<file path="src/rtl/rpn_evaluator.sv">
// Postfix (RPN) evaluator: pops operands off a fixed-depth stack for each operator token
// and returns the top of the stack on '=' through a separate stb/ack result port.
module rpn_evaluator #(
   parameter int WIDTH = 32,
   parameter int DEPTH = 20,
   parameter int PTR_W = 5
) (
   input  logic             CLK,
   input  logic             RST,
   input  logic             input_stb,
   input  logic [WIDTH-1:0] input_data,
   input  logic             is_input_operator,
   output logic             input_ack,
   output logic             result_stb,
   output logic [WIDTH-1:0] result_data,
   input  logic             result_ack,
   output logic             error,
   output logic [1:0]       err_code,
   output logic [PTR_W-1:0] depth
);

   typedef enum logic [2:0] {IDLE, EXEC, RESULT, ACK, DRAIN} state_t;

   localparam logic [PTR_W-1:0] FULL_P = PTR_W'(DEPTH);
   localparam logic [2:0] OP_MUL = 3'd1;
   localparam logic [2:0] OP_ADD = 3'd2;
   localparam logic [2:0] OP_SUB = 3'd3;
   localparam logic [2:0] OP_EQ  = 3'd4;

   state_t           state_r, state_s;
   logic [WIDTH-1:0] data_r;
   logic             op_r;
   logic             ack_r;
   logic             res_stb_r;
   logic [WIDTH-1:0] res_data_r;
   logic             err_r;
   logic [1:0]       code_r;
   logic [PTR_W-1:0] depth_r;
   logic [WIDTH-1:0] stack_r [DEPTH];

   logic [2:0]       opc_s;
   logic [PTR_W-1:0] top_idx_s, nxt_idx_s;
   logic [WIDTH-1:0] a_s, b_s, alu_s;
   logic             exec_s, arith_s, push_ok_s, arith_ok_s, err_set_s;
   logic [1:0]       err_code_s;

   assign input_ack   = ack_r;
   assign result_stb  = res_stb_r;
   assign result_data = res_data_r;
   assign error       = err_r;
   assign err_code    = code_r;
   assign depth       = depth_r;

   // Operand fetch, ALU and error classification for the token held in EXEC.
   always_comb begin
      opc_s      = data_r[2:0];
      top_idx_s  = depth_r - PTR_W'(1);
      nxt_idx_s  = depth_r - PTR_W'(2);
      b_s        = stack_r[top_idx_s];
      a_s        = stack_r[nxt_idx_s];
      exec_s     = (state_r == EXEC);
      arith_s    = op_r && ((opc_s == OP_MUL) || (opc_s == OP_ADD) || (opc_s == OP_SUB));
      push_ok_s  = exec_s && !op_r && !err_r && (depth_r != FULL_P);
      arith_ok_s = exec_s && arith_s && !err_r && (depth_r >= PTR_W'(2));
      err_set_s  = 1'b0;
      err_code_s = 2'b00;
      case (opc_s)
         OP_MUL:  alu_s = a_s * b_s;
         OP_ADD:  alu_s = a_s + b_s;
         OP_SUB:  alu_s = a_s - b_s;
         default: alu_s = {WIDTH{1'b0}};
      endcase
      if (exec_s && !err_r) begin
         if (!op_r) begin
            if (depth_r == FULL_P) begin
               err_set_s  = 1'b1;
               err_code_s = 2'b10;
            end else begin
               err_set_s  = 1'b0;
            end
         end else if (arith_s) begin
            if (depth_r < PTR_W'(2)) begin
               err_set_s  = 1'b1;
               err_code_s = 2'b01;
            end else begin
               err_set_s  = 1'b0;
            end
         end else if (opc_s == OP_EQ) begin
            if (depth_r != PTR_W'(1)) begin
               err_set_s  = 1'b1;
               err_code_s = 2'b11;
            end else begin
               err_set_s  = 1'b0;
            end
         end else begin
            err_set_s  = 1'b1;
            err_code_s = 2'b11;
         end
      end else begin
         err_set_s = 1'b0;
      end
   end

   // Next-state logic.
   always_comb begin
      state_s = state_r;
      case (state_r)
         IDLE:    if (input_stb) state_s = EXEC; else state_s = IDLE;
         EXEC:    if (op_r && (opc_s == OP_EQ)) state_s = RESULT; else state_s = ACK;
         RESULT:  if (res_stb_r && result_ack) state_s = ACK; else state_s = RESULT;
         ACK:     state_s = DRAIN;
         DRAIN:   if (!input_stb) state_s = IDLE; else state_s = DRAIN;
         default: state_s = IDLE;
      endcase
   end

   // State register.
   always_ff @(posedge CLK or posedge RST) begin
      if (RST) state_r <= IDLE;
      else     state_r <= state_s;
   end

   // Token latch, handshake outputs, depth and sticky error.
   always_ff @(posedge CLK or posedge RST) begin
      if (RST) begin
         data_r     <= {WIDTH{1'b0}};
         op_r       <= 1'b0;
         ack_r      <= 1'b0;
         res_stb_r  <= 1'b0;
         res_data_r <= {WIDTH{1'b0}};
         err_r      <= 1'b0;
         code_r     <= 2'b00;
         depth_r    <= {PTR_W{1'b0}};
      end else begin
         if (err_set_s) begin
            err_r  <= 1'b1;
            code_r <= err_code_s;
         end
         if (push_ok_s)  depth_r <= depth_r + PTR_W'(1);
         if (arith_ok_s) depth_r <= depth_r - PTR_W'(1);
         case (state_r)
            IDLE: begin
               if (input_stb) begin
                  data_r <= input_data;
                  op_r   <= is_input_operator;
               end
            end
            EXEC:   ack_r <= !(op_r && (opc_s == OP_EQ));
            RESULT: begin
               if (!res_stb_r) begin
                  res_stb_r  <= 1'b1;
                  res_data_r <= err_r ? {WIDTH{1'b0}} : b_s;
               end else if (result_ack) begin
                  res_stb_r <= 1'b0;
                  depth_r   <= {PTR_W{1'b0}};
                  err_r     <= 1'b0;
                  code_r    <= 2'b00;
                  ack_r     <= 1'b1;
               end
            end
            ACK:     ack_r <= 1'b0;
            default: ack_r <= 1'b0;
         endcase
      end
   end

   // Operand storage; contents beyond depth are don't-care, so no reset.
   always_ff @(posedge CLK) begin
      if (push_ok_s)  stack_r[depth_r]   <= data_r;
      if (arith_ok_s) stack_r[nxt_idx_s] <= alu_s;
   end

endmodule

</file>
<file path="config.mk">
export PLATFORM = sky130hd
export DESIGN_NAME = rpn_evaluator
export DESIGN_NICKNAME = d
export VERILOG_FILES = /design/src/rtl/rpn_evaluator.sv
export SDC_FILE = /design/constraint.sdc
export NUM_CORES = 2
export LEC_CHECK = 0
export BUFFER_PORTS_ARGS = -buffer_cell sky130_fd_sc_hd__buf_2
export CORE_MARGIN = 4
export CORE_UTILIZATION = 45
export DETAILED_ROUTE_END_ITERATION = 8
export HOLD_SLACK_MARGIN = 0.08
export PLACE_DENSITY = 0.68
export SLEW_MARGIN = 10
export SYNTH_ARGS = -nofsm -noshare
export SYNTH_HDL_FRONTEND = slang
export SYNTH_SLANG_ARGS = --single-unit
</file>
<file path="constraint.sdc">
create_clock -name CLK -period 12.34 [get_ports CLK]
set_input_delay 1.234 -clock CLK [delete_from_list [all_inputs] [get_ports CLK]]
set_output_delay 1.234 -clock CLK [all_outputs]
set_load 0.05 [all_outputs]
</file>
Yosys cells after proc, flatten, opt, wreduce, memory -nomap -nowiden
Memory sizes are Yosys's and may differ from the RTL's.
Cells that the tools add are included.
{ "op_classes": {"n_lt_le_gt_ge": 2, "n_bitwise": 2, "reduce_logical": 20, "multipliers": 1, "n_eq_ne": 13, "muxes": 46, "add_sub_neg": 5} }
{ "ops": {"columns": ["operator", "n"], "rows": [
  ["case mux 32 bit (3 select lines)", 1],
  ["2-to-1 mux 32 bit", 2],
  ["adder 32 bit", 1],
  ["multiplier 32 x 32 -> 32 bit", 1],
  ["OR reduction 32 bit", 1],
  ["subtractor 32 bit", 1],
  ["2-to-1 mux 5 bit", 6],
  ["2-to-1 mux 1 bit", 24],
  ["2-to-1 mux 2 bit", 10],
  ["case mux 3 bit (5 select lines)", 1],
  ["== test 3 x 2 -> 1 bit (second input constant)", 4],
  ["logical AND 1 bit", 10],
  ["== test 3 x 1 -> 1 bit (second input constant)", 2],
  ["== test 3 bit (second input constant)", 2],
  ["adder 5 x 1 -> 5 bit (second input constant)", 1],
  ["== test 5 bit (second input constant)", 1],
  ["greater-or-equal comparator 5 x 2 -> 1 bit (second input constant)", 1],
  ["< comparator 5 x 2 -> 1 bit (second input constant)", 1],
  ["inequality test 5 x 1 -> 1 bit (second input constant)", 1],
  ["inequality test 5 bit (second input constant)", 1],
  ["subtractor 5 x 1 -> 5 bit (second input constant)", 1],
  ["subtractor 5 x 2 -> 5 bit (second input constant)", 1],
  ["inequality test 2 bit (second input constant)", 2],
  ["AND reduction 2 bit", 2],
  ["7 further kinds", 11]
]} }
{ "totals": {"out_inout_bits": 42, "n_memories": 1, "word_cells": 99, "ramBits": 640, "register_bits": 78} }
{ "memory_table": {"columns": ["memory", "depth", "width", "read_ports", "rd_ports_with_merged_regs", "wr", "line_no", "text"], "rows": [
  ["stack_r", 20, 32, 2, 0, 1, "39", "logic [WIDTH-1:0] stack_r [DEPTH];"]
]} }

Longest topological paths before layout
{ "depth": {"word_depth": 11, "mapped_depth": 47, "depth_no_buf": 35} }

Worst setup path after synthesis
Ideal clock, no wire load.
{ "synth_path": {"path_kind": "reg-to-reg", "start": "register depth_r[0] (netlist: depth[0])", "end": "memory stack_r[0][30], data pin", "t_arrival_ns": 11.973, "stages_incl_launch_ff": 45, "path_slack_ns": 0.006, "setup_ns": 0.361, "required_time_ns": 11.979, "path_buffers": 14, "cell_sequence": "dfrtp_1 buf_6 buf_6 buf_6 buf_6 buf_6 buf_4 buf_4 inv_1 ha_1 buf_6 buf_8 buf_4 buf_4 buf_2 mux4_2 mux4_2 mux2i_4 (+9 left out) fa_1 inv_1 fa_1 inv_1 fa_1 fa_1 ha_1 a21o_1 a21oi_1 o21ai_0 a21o_1 a31o_2 a221oi_1 o21ai_0 o41a_1 xor2_1 a22oi_1 o21ai_0"} }
{ "synth_between": {"elab_chain_len": 6, "elab_cells_between_ends": 13, "cone_classes": "4 x add/sub; 1 x mul; 1 x order compare; 4 x mux; 2 x reduce/logical; 1 x memory"} }
{ "synth_rtl": {"columns": ["element", "line_no", "text"], "rows": [
  ["start: declaration", "38", "logic [PTR_W-1:0] depth_r;"],
  ["start signal: assignment", "133", "depth_r <= {PTR_W{1'b0}};"],
  ["start signal: assignment", "139", "if (push_ok_s) depth_r <= depth_r + PTR_W'(1);"],
  ["start signal: assignment", "140", "if (arith_ok_s) depth_r <= depth_r - PTR_W'(1);"],
  ["branches (longest 5 deep; another with memory (20 x 32 bit))", null, null],
  ["2-to-1 mux 32 bit (no line) (*)", null, null],
  ["end: declaration", "39", null]
]} }
Every way passes the cells marked *.

Final worst setup path
{ "layout_path": {"start": "register depth_r[2] (netlist: depth[2])", "end": "memory stack_r[0][31], data pin"} }
Same word-level chain as after synthesis.

==> impl_metrics.json <==
{
  "run_status": "finished clean",
  "post-route-min-period_ps": 11820,
  "htreeDepth": 3,
  "chipWidth_um": 345,
  "cts.sinks": 718,
  "reg2regPathDepth": 29,
  "nets": 4632,
  "drv_slew": 0,
  "finalCritPeriodShare_pct": 95.8,
  "clock_skew_ps": 41.9,
  "crit_type": "flip-flop to flip-flop",
  "cts_tree": "yes",
  "synth_top_cell_by_area": "edfxtp_1",
  "insertion_delay_ps": 650,
  "wl_per_cell_um": 27.6,
  "antenna_found_initial": 4,
  "synth_seq_area_share_pct": 41.4,
  "start_util_pct": 45.4,
  "crit_path_end_kind": "flip-flop",
  "final_antenna_net_count": 0,
  "hold_viol": 0,
  "routabilityCongestion": 0.967,
  "slowest_delay_ps": 760,
  "synthTopCellsByArea": "edfxtp_1, fa_1, mux4_2, ha_1, dfrtp_1",
  "syn_nets": 4524,
  "ios": 79,
  "dr.pass1.iters": 5,
  "finalSetupViolCount": 0,
  "rsz0062_at_grt": "no",
  "critPathSlowestCell": "dfrtp_1",
  "fmax_mhz": 84.6,
  "r2r_setup_slack_ps": 520,
  "cts_buffer_depth": 3,
  "num_vias": 33835,
  "crit_required_ps": 12660,
  "clkTransAtPathRegs_ps": 60,
  "reg2reg_to": "stack_r[0][31]",
  "cts_root_buf": "clkbuf_16",
  "worst_pin_slew_ps": 1110,
  "grt_pass1_vias": 34613,
  "async_flop_share_pct": 10.9,
  "hold_path_class": "flip-flop to flip-flop",
  "dieArea_sq_mm": 0.119,
  "synth_top_flop_cell": "edfxtp_1",
  "dpl.hpwl_mm": 106,
  "cts_hold_buf": 0,
  "grtUsageMet2_pct": 42.0,
  "grt_max_degree": 122,
  "ff_latch_area_sq_mm": 0.0212,
  "synth_top_area_share_pct": 37.6,
  "layout-drive-gt1-share_pct": 21.1,
  "final_cell_mix": "edfxtp_1, inv_1, nor2_1",
  "path_max_fanout": 21,
  "worstHoldEndpoint": "result_data[12]",
  "start_kind": "flip-flop",
  "yosys_warnings": 0,
  "hold_start": "result_data[12]",
  "syn_area_per_cell_sq_um": 13.1,
  "top_usage_layer": "met2",
  "reg2reg_from": "depth[2]",
  "setup_tns_ps": 0,
  "use_met3_pct": 6.89,
  "grt_first_pass_wirelength_mm": 228,
  "cts_buffers": 76,
  "crit_family": "adder cells",
  "syn_to_final_growth_pct": 10.2,
  "grtUsageTotal_pct": 26.3,
  "multiInputGateArea_sq_mm": 0.0273,
  "final_common_cell": "edfxtp_1",
  "n_fill_cell": 9524,
  "use_met1_pct": 34.0,
  "drt-initial-drc-count": 3881,
  "ys_types": 83,
  "core_sq_mm": 0.113,
  "numPortBuffers": 78,
  "crit_arrival_ps": 12140,
  "grt-ovfl-total": 0,
  "drv_cap": 0,
  "fp-row-count": 123,
  "die_h_um": 345,
  "synth_edf_count": 640,
  "postCtsSetupRepairBufs": 0,
  "vias_per_cell": 6.06,
  "hold_depth": 2,
  "synthCells": 3914,
  "routed_wl_mm": 154,
  "yosys_register_bits": 718,
  "cpMostUsedCell": "fa_1",
  "syn_area_sq_mm": 0.0511,
  "worst-path-buf-inv": 5,
  "slew_headroom_pct": 25.9,
  "drt_drc_violations_left": 0,
  "ctsResizeCount": 0
}
==> metal layers <==
metal	share of wire [%]	wire length, um	up-vias
met4	5.0	7630	4
met3	12	18100	392
met1	37	56200	17423
li1	-	-	13938
met5	0.018	27	-
met2	47	71900	2078
==> cells by family (layout without fill, tap and decap cells) <==
kind of cell / Yosys count / in the layout / synth area share, %
AOI/OAI and AO/OA: 308 / 308 / 4.03
xor gates and xnor gates: 153 / 153 / 2.66
adders and majority gates: 573 / 573 / 20.0
buffers and inverters: 704 / 868 / 5.95
DFF: 718 / 718 / 41.4
muxes: 455 / 455 / 17.3
other: 0 / 1 / 0
and+or+nand+nor: 1003 / 1003 / 8.58
==> registers in the layout (all words and copies together), names as in the netlist <==
signal / cells
state_r: 3
err_code: 2
op_r: 1
result_stb: 1
depth: 5
result_data: 32
error: 1
stack_r: 640
data_r: 32
input_ack: 1
==> Yosys cell counts (all sizes together) (15+ instances only) <==
master	n
o21ai	80
and2	16
edfxtp	640
xnor2	111
and3	17
buf	116
dfrtp	78
inv	469
xor2	41
mux2i	66
ha	164
nand2b	50
a21oi	76
clkbuf	110
mux2	57
fa	409
nor2	468
a21o	29
nor2b	21
nand3	54
nand4	15
nor3	40
nand2	271
or2	31
mux4	332
a221oi	28
a211oi	18
==> worst min-delay path: stages (launching register included) <==
cell     delay, ps
dfrtp_1        330
nand2_1         40
o21ai_0         60
==> per-stage QoR <==
stage	area, sq um	util, %	worst slack (ps)	std cells	hold WS, ps
3_5_place_dp	54000	47.9	685	5444	465
2_1_floorplan	51100	-	6.27	3914	481
5_1_grt	56300	50.0	27.9	5578	501
4_1_cts	56300	50.0	641	5578	478
6_report	56300	50.0	517	5579	476
3_3_place_gp	54000	47.9	959	5444	456
==> area by class of cell <==
class                           instances  area share (%)
Tap cell                             1500            3.33
Timing Repair Buffer                  256            3.27
Clock inverter                         39           0.611
Clock buffer                           95            3.54
Sequential cell                       718            37.6
Multi-Input combinational cell       2492            48.5
Antenna cell                            1         0.00444
Inverter                              478            3.19
==> worst max path at each step <==
stage / start / end / slack (ps) / depth (start not counted)
floorplan: depth[0] / stack_r[0][30] / 6 / 44
CTS: depth[1] / stack_r[2][31] / 640 / 29
global placement: depth[2] / stack_r[18][31] / 960 / 29
finish: depth[2] / stack_r[0][31] / 520 / 29
global route: depth[1] / stack_r[0][31] / 30 / 37
detailed placement: depth[1] / stack_r[5][31] / 690 / 29
Power is left out: the tool's default activity adds up to more than one toggle a clock period on the data nets, which glitch-free logic cannot reach.
